## config.mk

```make
export PLATFORM = sky130hd
export DESIGN_NAME = mul_share_ctrl
export DESIGN_NICKNAME = d
export VERILOG_FILES = /design/src/rtl/mul_share_ctrl_pkg.sv /design/src/rtl/mul_share_ctrl_rr_arb2.sv /design/src/rtl/mul_share_ctrl.sv
export SDC_FILE = /design/constraint.sdc
export NUM_CORES = 1
export LEC_CHECK = 0
export CORE_AREA = 10 10 151 153
export DETAILED_ROUTE_END_ITERATION = 12
export DIE_AREA = 0 0 161 163
export HOLD_SLACK_MARGIN = 0.02
export PLACE_DENSITY = 0.78
export SYNTH_ARGS = -nofsm -noshare
export SYNTH_HDL_FRONTEND = slang
export SYNTH_HIERARCHICAL = 1
export SYNTH_SLANG_ARGS = --single-unit
```

## constraint.sdc

```tcl
create_clock -name clk -period 4.85 [get_ports clk]
set_input_delay 0.7275 -clock clk [delete_from_list [all_inputs] [get_ports clk]]
set_output_delay 0.7275 -clock clk [all_outputs]
set_load 0.05 [all_outputs]
```

## src/rtl/mul_share_ctrl_pkg.sv

```systemverilog
`default_nettype none
// ============================================================================
// Module      : mul_share_pkg
// Description : Shared types and constants for the multiplier-sharing block.
// Revision    : 1.0 - initial release
// ============================================================================
package mul_share_pkg;

    localparam int NUM_REQ   = 2;
    localparam int DATA_W    = 32;
    localparam int MUL_TAG_W = 4;

    typedef enum logic [1:0] {
        IDLE  = 2'd0,
        ISSUE = 2'd1,
        WAIT  = 2'd2,
        RESP  = 2'd3
    } state_t;

    // Tags wider than MUL_TAG_W are truncated when stored.
    typedef struct packed {
        logic [DATA_W-1:0]    a;
        logic [DATA_W-1:0]    b;
        logic                 sign;
        logic [MUL_TAG_W-1:0] tag;
    } mul_req_t;

endpackage
`default_nettype wire

```

## src/rtl/mul_share_ctrl_rr_arb2.sv

```systemverilog
`default_nettype none
// ============================================================================
// Module      : rr_arb2
// Description : Two-way round-robin arbiter; pointer moves past each winner.
// Revision    : 1.0 - initial release
// ============================================================================
module rr_arb2
    import mul_share_pkg::*;
(
    input  logic               clk,
    input  logic               rst,
    input  logic [NUM_REQ-1:0] valid,
    input  logic               en,
    input  logic               advance,
    output logic [NUM_REQ-1:0] grant,
    output logic               owner
);

    logic r_rr_ptr;

    // A lone requester wins outright; the pointer only breaks ties.
    always_comb begin
        owner = r_rr_ptr;
        if (valid == 2'b01) begin
            owner = 1'b0;
        end else if (valid == 2'b10) begin
            owner = 1'b1;
        end
        grant = 2'b00;
        if (en && (|valid)) begin
            grant = owner ? 2'b10 : 2'b01;
        end
    end

    always_ff @(posedge clk) begin
        if (rst) begin
            r_rr_ptr <= 1'b0;
        end else if (advance) begin
            r_rr_ptr <= ~owner;
        end
    end

endmodule
`default_nettype wire

```

## src/rtl/mul_share_ctrl.sv

```systemverilog
`default_nettype none
// ============================================================================
// Module      : mul_share_ctrl
// Description : Shares one single-cycle multiplier between two issue slots.
// Revision    : 1.0 - initial release
// ============================================================================
module mul_share_ctrl
    import mul_share_pkg::*;
#(
    parameter int TAG_W = MUL_TAG_W
) (
    input  logic             clk,
    input  logic             rst,
    input  logic             req0_valid,
    input  logic [31:0]      req0_a,
    input  logic [31:0]      req0_b,
    input  logic             req0_sign,
    input  logic [TAG_W-1:0] req0_tag,
    output logic             req0_ready,
    input  logic             req1_valid,
    input  logic [31:0]      req1_a,
    input  logic [31:0]      req1_b,
    input  logic             req1_sign,
    input  logic [TAG_W-1:0] req1_tag,
    output logic             req1_ready,
    output logic             resp0_valid,
    output logic [63:0]      resp0_result,
    output logic [TAG_W-1:0] resp0_tag,
    input  logic             resp0_ready,
    output logic             resp1_valid,
    output logic [63:0]      resp1_result,
    output logic [TAG_W-1:0] resp1_tag,
    input  logic             resp1_ready,
    input  logic             flush,
    output logic             mul_start,
    output logic [31:0]      mul_a,
    output logic [31:0]      mul_b,
    output logic             mul_sign,
    input  logic             mul_ready,
    input  logic [63:0]      mul_result
);

    localparam logic [1:0] S_IDLE  = IDLE;
    localparam logic [1:0] S_ISSUE = ISSUE;
    localparam logic [1:0] S_WAIT  = WAIT;
    localparam logic [1:0] S_RESP  = RESP;

    logic [1:0]         r_state;
    mul_req_t           r_req;
    logic               r_owner;
    logic               r_drop;
    logic [63:0]        r_result;

    logic [NUM_REQ-1:0] w_grant;
    logic               w_owner;
    logic               w_en;
    logic               w_accept;
    logic               w_resp0_valid;
    logic               w_resp1_valid;
    logic               w_resp_fire;
    mul_req_t           w_sel;

    assign w_en     = (r_state == S_IDLE) && !flush;
    assign w_accept = |w_grant;

    rr_arb2 u_arb (
        .clk     (clk),
        .rst     (rst),
        .valid   ({req1_valid, req0_valid}),
        .en      (w_en),
        .advance (w_accept),
        .grant   (w_grant),
        .owner   (w_owner)
    );

    always_comb begin
        if (w_owner) begin
            w_sel = '{a: req1_a, b: req1_b, sign: req1_sign, tag: MUL_TAG_W'(req1_tag)};
        end else begin
            w_sel = '{a: req0_a, b: req0_b, sign: req0_sign, tag: MUL_TAG_W'(req0_tag)};
        end
    end

    assign w_resp0_valid = (r_state == S_RESP) && !r_owner;
    assign w_resp1_valid = (r_state == S_RESP) &&  r_owner;
    assign w_resp_fire   = (w_resp0_valid && resp0_ready) || (w_resp1_valid && resp1_ready);

    // r_drop marks an operation already started on the multiplier whose
    // result must be swallowed so its done pulse cannot leak into the next op.
    always_ff @(posedge clk) begin
        if (rst) begin
            r_state  <= S_IDLE;
            r_req    <= '0;
            r_owner  <= 1'b0;
            r_drop   <= 1'b0;
            r_result <= '0;
        end else begin
            case (r_state)
                S_IDLE: begin
                    if (w_accept) begin
                        r_req   <= w_sel;
                        r_owner <= w_owner;
                        r_drop  <= 1'b0;
                        r_state <= S_ISSUE;
                    end
                end
                S_ISSUE: begin
                    if (flush) begin
                        r_drop <= 1'b1;
                    end
                    r_state <= S_WAIT;
                end
                S_WAIT: begin
                    if (mul_ready) begin
                        if (r_drop || flush) begin
                            r_drop  <= 1'b0;
                            r_state <= S_IDLE;
                        end else begin
                            r_result <= mul_result;
                            r_state  <= S_RESP;
                        end
                    end else if (flush) begin
                        r_drop <= 1'b1;
                    end
                end
                S_RESP: begin
                    if (w_resp_fire || flush) begin
                        r_state <= S_IDLE;
                    end
                end
                default: r_state <= S_IDLE;
            endcase
        end
    end

    assign req0_ready   = w_grant[0];
    assign req1_ready   = w_grant[1];

    assign mul_start    = (r_state == S_ISSUE);
    assign mul_a        = r_req.a;
    assign mul_b        = r_req.b;
    assign mul_sign     = r_req.sign;

    assign resp0_valid  = w_resp0_valid;
    assign resp1_valid  = w_resp1_valid;
    assign resp0_result = r_result;
    assign resp1_result = r_result;
    assign resp0_tag    = TAG_W'(r_req.tag);
    assign resp1_tag    = TAG_W'(r_req.tag);

endmodule
`default_nettype wire

```

# [Word level (Yosys, flattened, before mapping)]
# Index checks and enable logic that the tools add are counted.
[word_totals] elab_cells=54 latch_bits=0 mem_bits_ro=0 inputBits=210 mem_bits_rw=0 mem_count=0 regBits=138
[classes] mul=0 div_mod_pow=0 mux=15 reduce_logical=19 eq_ne=9 shift=0 addsub=0 order_cmp=0 bitwise=2
[ops] cell="$mux W69" n=1
[ops] cell="$mux W2" n=6
[ops] cell="$reduce_and A3 Y1" n=3
[ops] cell="$pmux W2 S4" n=1
[ops] cell="$eq A2 B2 Y1 const B" n=3
[ops] cell="$logic_and A1 B1 Y1" n=6
[ops] cell="$mux W1" n=6
[ops] cell="$eq A2 B1 Y1 const B" n=2
[ops] cell="$ne A2 B1 Y1 const B" n=2
[ops] cell="$reduce_or A2 Y1" n=2
[ops] cell="$logic_or A1 B1 Y1" n=3
[ops] cell="$ne A3 B3 Y1 const B" n=1
[ops] cell="$pmux W1 S3" n=1
[ops] cell="$reduce_bool A3 Y1" n=1
[ops] cell="$logic_not A1 Y1" n=2
[ops] cell="$logic_not A2 Y1" n=1
[ops] cell="$ne A2 B2 Y1 const B" n=1
[ops] cell="$not A1 Y1" n=2
[ops] cell="$reduce_and A2 Y1" n=1

# [Depth between registers and ports, before layout]
[logic_depth] word_depth=8 ltp_mapped=13

# [Modules after synthesis]
# Netlist, hierarchy kept.
[by_module_without_submodules] mod="mul_share_ctrl" n_inst=1 area_each_um2=6487.5 seq_area_each_um2=2742.6 cells_per_inst=691
[by_module_without_submodules] mod="rr_arb2" n_inst=1 area_each_um2=75.1 seq_area_each_um2=20.0 cells_per_inst=12

# [Worst setup path before layout]
# OpenSTA, ideal clock, no wires.
[synth_timing] kind="in2reg" from="input flush" to="register r_req, in the netlist resp0_tag[3]" slack_ns=2.023 arrival_time_ns=2.746 stages=10 n_path_buf=2 setup_ns=0.081 path_cell_list="nor2b_1 -> nand2_1 -> a21oi_1 -> nor2_2 -> inv_2 -> and2_4 -> buf_6 -> clkbuf_1 -> nor2_1 -> a211oi_2"
[synth_between] elab_chain_cells=6
[synth_lines] item="start, declared" line_no="mul_share_ctrl.sv:34" rtl="input logic flush,"
[synth_lines] item="$logic_not A1 Y1" line_no="mul_share_ctrl.sv:63" rtl="assign w_en = (r_state == S_IDLE) && !flush;"
[synth_lines] item="$logic_and A1 B1 Y1" line_no="mul_share_ctrl.sv:63"
[synth_lines] item="$logic_and A1 B1 Y1" line_no="mul_share_ctrl_rr_arb2.sv:30" rtl="if (en && (|valid)) begin"
[synth_lines] item="$mux W2" line_no="mul_share_ctrl_rr_arb2.sv:30"
[synth_lines] item="via req1_ready" line_no="mul_share_ctrl.sv:25" rtl="output logic req1_ready,"
[synth_lines] item="$reduce_or A2 Y1" line_no="mul_share_ctrl.sv:64" rtl="assign w_accept = |w_grant;"
[synth_lines] item="via w_accept" line_no="mul_share_ctrl.sv:57" rtl="logic w_accept;"
[synth_lines] item="$reduce_and A2 Y1 (no source line)"
[synth_lines] item="end signal, assigned" line_no="mul_share_ctrl.sv:101" rtl="r_req <= w_sel;"
[synth_lines] item="end, declared" line_no="mul_share_ctrl.sv:49" rtl="mul_req_t r_req;"
# The timed path passes the listed nets, and every way through them passes these cells.
# A chain may end at the register's enable or synchronous reset.

# [Worst setup path in the final report]
[layout_timing] from="input flush" to="output req0_ready"
[layout_between] elab_chain_cells=4
[layout_lines] item="$logic_not A1 Y1" line_no="mul_share_ctrl.sv:63"
[layout_lines] item="$logic_and A1 B1 Y1" line_no="mul_share_ctrl.sv:63"
[layout_lines] item="via w_en" line_no="mul_share_ctrl.sv:56" rtl="logic w_en;"
[layout_lines] item="$logic_and A1 B1 Y1" line_no="mul_share_ctrl_rr_arb2.sv:30"
[layout_lines] item="$mux W2" line_no="mul_share_ctrl_rr_arb2.sv:30"
[layout_lines] item="end, declared" line_no="mul_share_ctrl.sv:19" rtl="output logic req0_ready,"
# The timed path passes the listed nets, and every way through them passes these cells.

==> results by group <==
Setup path
  – Cell count of the worst reg-to-reg path: 11
  – Crit path max fanout: 5
  – Crit end category: output port
  – CP Data Arrival Time: 2.61 ns
  – RR Endpoint: mul_b[7]
  – Crit path launch: flush
  – R2r startpoint: r_state[0]
  – Crit path to: req0_ready
  – Reg2Reg Setup Slack: 2.04 ns
  – Req. time, crit path: 4.12 ns
  – Setup CP Type: in -> out
  – Startpoint types: primary input

Place
  – Number of port buffers: 415
  – Placer Congestion: 0.800
  – Place WS: 1.52 ns
  – Dpl hpwl: 18700 um

Clocking
  – Clock tree root buffer cell: clkbuf_16
  – Htree depth: 4
  – Clock Tree Buf Depth: 2
  – Clk pin slew, worst setup/hold paths: 0.06 ns
  – CTS Hold Bufs: 0
  – # resized after CTS: 0
  – Postcts setup bufs: 0
  – Clock Latency Late Sink: 0.41 ns
  – Clock sinks: 138
  – CTS tree: built
  – TritonCTS buffer count: 17

Global routing
  – Grt ovf: 0
  – GRT Total Usage: 0.171
  – First-pass GRT wire length: 35600 um
  – Vias in the first global route: 6079
  – Largest net degree at the start of global routing: 83
  – Initial antenna violation count: 0

Floorplanning
  – # rows: 52
  – Core region area: 0.0199 mm^2
  – Initial Util: 0.330
  – Full die area: 0.0262 mm^2
  – I/O pin cnt: 416
  – Die span in x: 161 um
  – Die Height: 163 um

Yosys
  – Synth Cell Area: 0.00656 mm^2
  – Post-synth EDFFs: 0
  – Synth Net Count: 918
  – Ys Warns: 6
  – Avg Cell Area, Syn: 9.34 um^2
  – Sequential area share after synthesis: 0.421
  – Post-synth top area share: 0.421
  – Synth Register Bits: 138
  – Synth Instances: 703
  – Synth area leaders: dfxtp_1 (42%), a211oi_2 (13%), mux2i_1 (11%), buf_4 (7.8%), nand2_1 (7.7%)
  – Synth unique cells: 28
  – Top_reg_cell synth: dfxtp_1
  – Area leader, netlist: dfxtp_1
  – FFs w/ async S/R, synth: 0

Layout
  – Final-stage net count: 1238
  – N_diodes: 0
  – Area grow syn2layout: 64.3%
  – Share of layout cells above drive strength 1: 0.110
  – Fillers: 1822

Hold path
  – Hold crit path type: reg -> reg
  – Hold Path Stages: 2

Detailed routing
  – Routed Antenna Nets: 0
  – Detailed Route WL: 23800 um
  – Number of remaining DRC errors: 0
  – Wire length per cell: 18.3 um
  – Vias: 5986
  – Vias per cell: 4.59
  – DR iter-0 viols: 244
  – Drt first pass iters: 4

Timing
  – Hold Violations, Final: 0
  – Slew headroom: 0.193
  – # setup viols final: 0
  – Max Slew Vio Count: 0
  – Crit share post-route: 0.688
  – Setup_tns: 0 ns
  – Worst Tran Pin Value: 1.21 ns
  – RSZ-0062 raised after global routing: no
  – Fin worst setup slack: 1.51 ns
  – F_max: 300 MHz
  – Minimum clock period: 3.34 ns
  – Final Skew: 0.0102 ns

Outcome
  – Outcome: complete, no violations

Power
  – Pleak: 3.70 nW
  – Pwr Density: 467 mW/mm^2
  – Max IR drop VDD: 0.000229 V

Run
  – Max-cap viol count: 0
==> sequential cells by signal, summed over array words and instances (netlist names) <==
register	flops
mul_b	32
resp0_result	64
mul_sign	1
mul_a	32
r_owner	1
u_arb/r_rr_ptr	1
r_drop	1
r_state	2
resp0_tag	4
==> cell usage in the layout (no fill, tap or decap), drive strengths merged <==
| cell | instances |
|---|---|
| o21ai | 1 |
| a221oi | 1 |
| nand2 | 135 |
| and4bb | 1 |
| nand2b | 2 |
| mux2i | 71 |
| a311oi | 1 |
| nor2 | 74 |
| clkbuf | 19 |
| a21oi | 70 |
| o221a | 1 |
| inv | 7 |
| ha | 5 |
| buf | 7 |
| clkdlybuf4s50 | 414 |
| and2 | 2 |
| o21bai | 1 |
| dfxtp | 138 |
| a211oi | 71 |
| clkinv | 3 |
| clkinvlp | 6 |
| nor3b | 1 |
| nor2b | 4 |
==> worst max-delay path: stages <==
cell	delay (ns)
clkdlybuf4s50_1	0.51
nor2b_1	0.20
nand2_1	0.08
a21oi_1	0.24
clkdlybuf4s50_1	0.86
==> per-stage QoR <==
step	area [um^2]	std cells	hold slack (ns)	total power, mW	utilization
6_report	10800	1305	0.471	5.04	0.542
2_1_floorplan	6560	703	0.471	3.21	-
3_3_place_gp	10200	1274	0.457	3.87	0.515
4_1_cts	10800	1305	0.471	5.11	0.542
5_1_grt	10800	1305	0.497	5.29	0.542
3_5_place_dp	10200	1274	0.462	3.91	0.515
==> area by class of cell <==
class / count / area (um^2) / share of cell area
repair buffers: 421 / 4210 / 0.391
multi-input cells: 441 / 2920 / 0.271
flip-flops and latches: 138 / 2760 / 0.256
clock buffers: 19 / 443 / 0.0411
well taps: 270 / 338 / 0.0313
clock inverters: 12 / 93.8 / 0.00870
inverters: 4 / 15.0 / 0.00139
==> how the worst min path moves through the flow <==
stage                           startpoint                to  slack, ns
after global placement    resp0_result[50]  resp0_result[50]       0.46
after floorplan                    r_owner           r_owner       0.47
after detailed placement  resp0_result[54]  resp0_result[54]       0.46
after global routing      resp0_result[63]  resp0_result[63]       0.50
final                      resp0_result[9]   resp0_result[9]       0.47
after CTS                 resp0_result[54]  resp0_result[54]       0.47
==> where the power goes <==
| part | leakage, nW | switching, mW | internal (mW) |
|---|---|---|---|
| Sequential | 1.12 | 0.125 | 1.35 |
| Clock | 0.244 | 0.506 | 0.669 |
| Combinational | 2.33 | 1.52 | 0.876 |
==> routing by layer <==
layer | track usage | routed length, um
met1 | 0.185 | 9450
met2 | 0.292 | 11600
met3 | 0.0875 | 2580
met4 | 0.0385 | 214
met5 | 0 | 0
==> synth_stat cells (2+ instances only) <==
cell      count
inv_1         3
nor2_1       73
a211oi_1      2
a211oi_2     69
buf_6        20
clkbuf_1     16
nand2_1     134
buf_1         2
nor2b_1       4
mux2i_1      71
a21oi_1      70
nand2b_1      2
buf_2        14
dfxtp_1     138
ha_1          5
buf_4        68
==> logic make-up after synthesis <==
logic type | synth area share
AO/OA/AOI/OAI | 0.194
AND/OR/NAND/NOR | 0.131
adder cells (fa/ha/maj) | 0.00953
flip-flops | 0.421
multiplexers | 0.108
buffers and inverters | 0.135
Power figures use the tool's default switching activity.
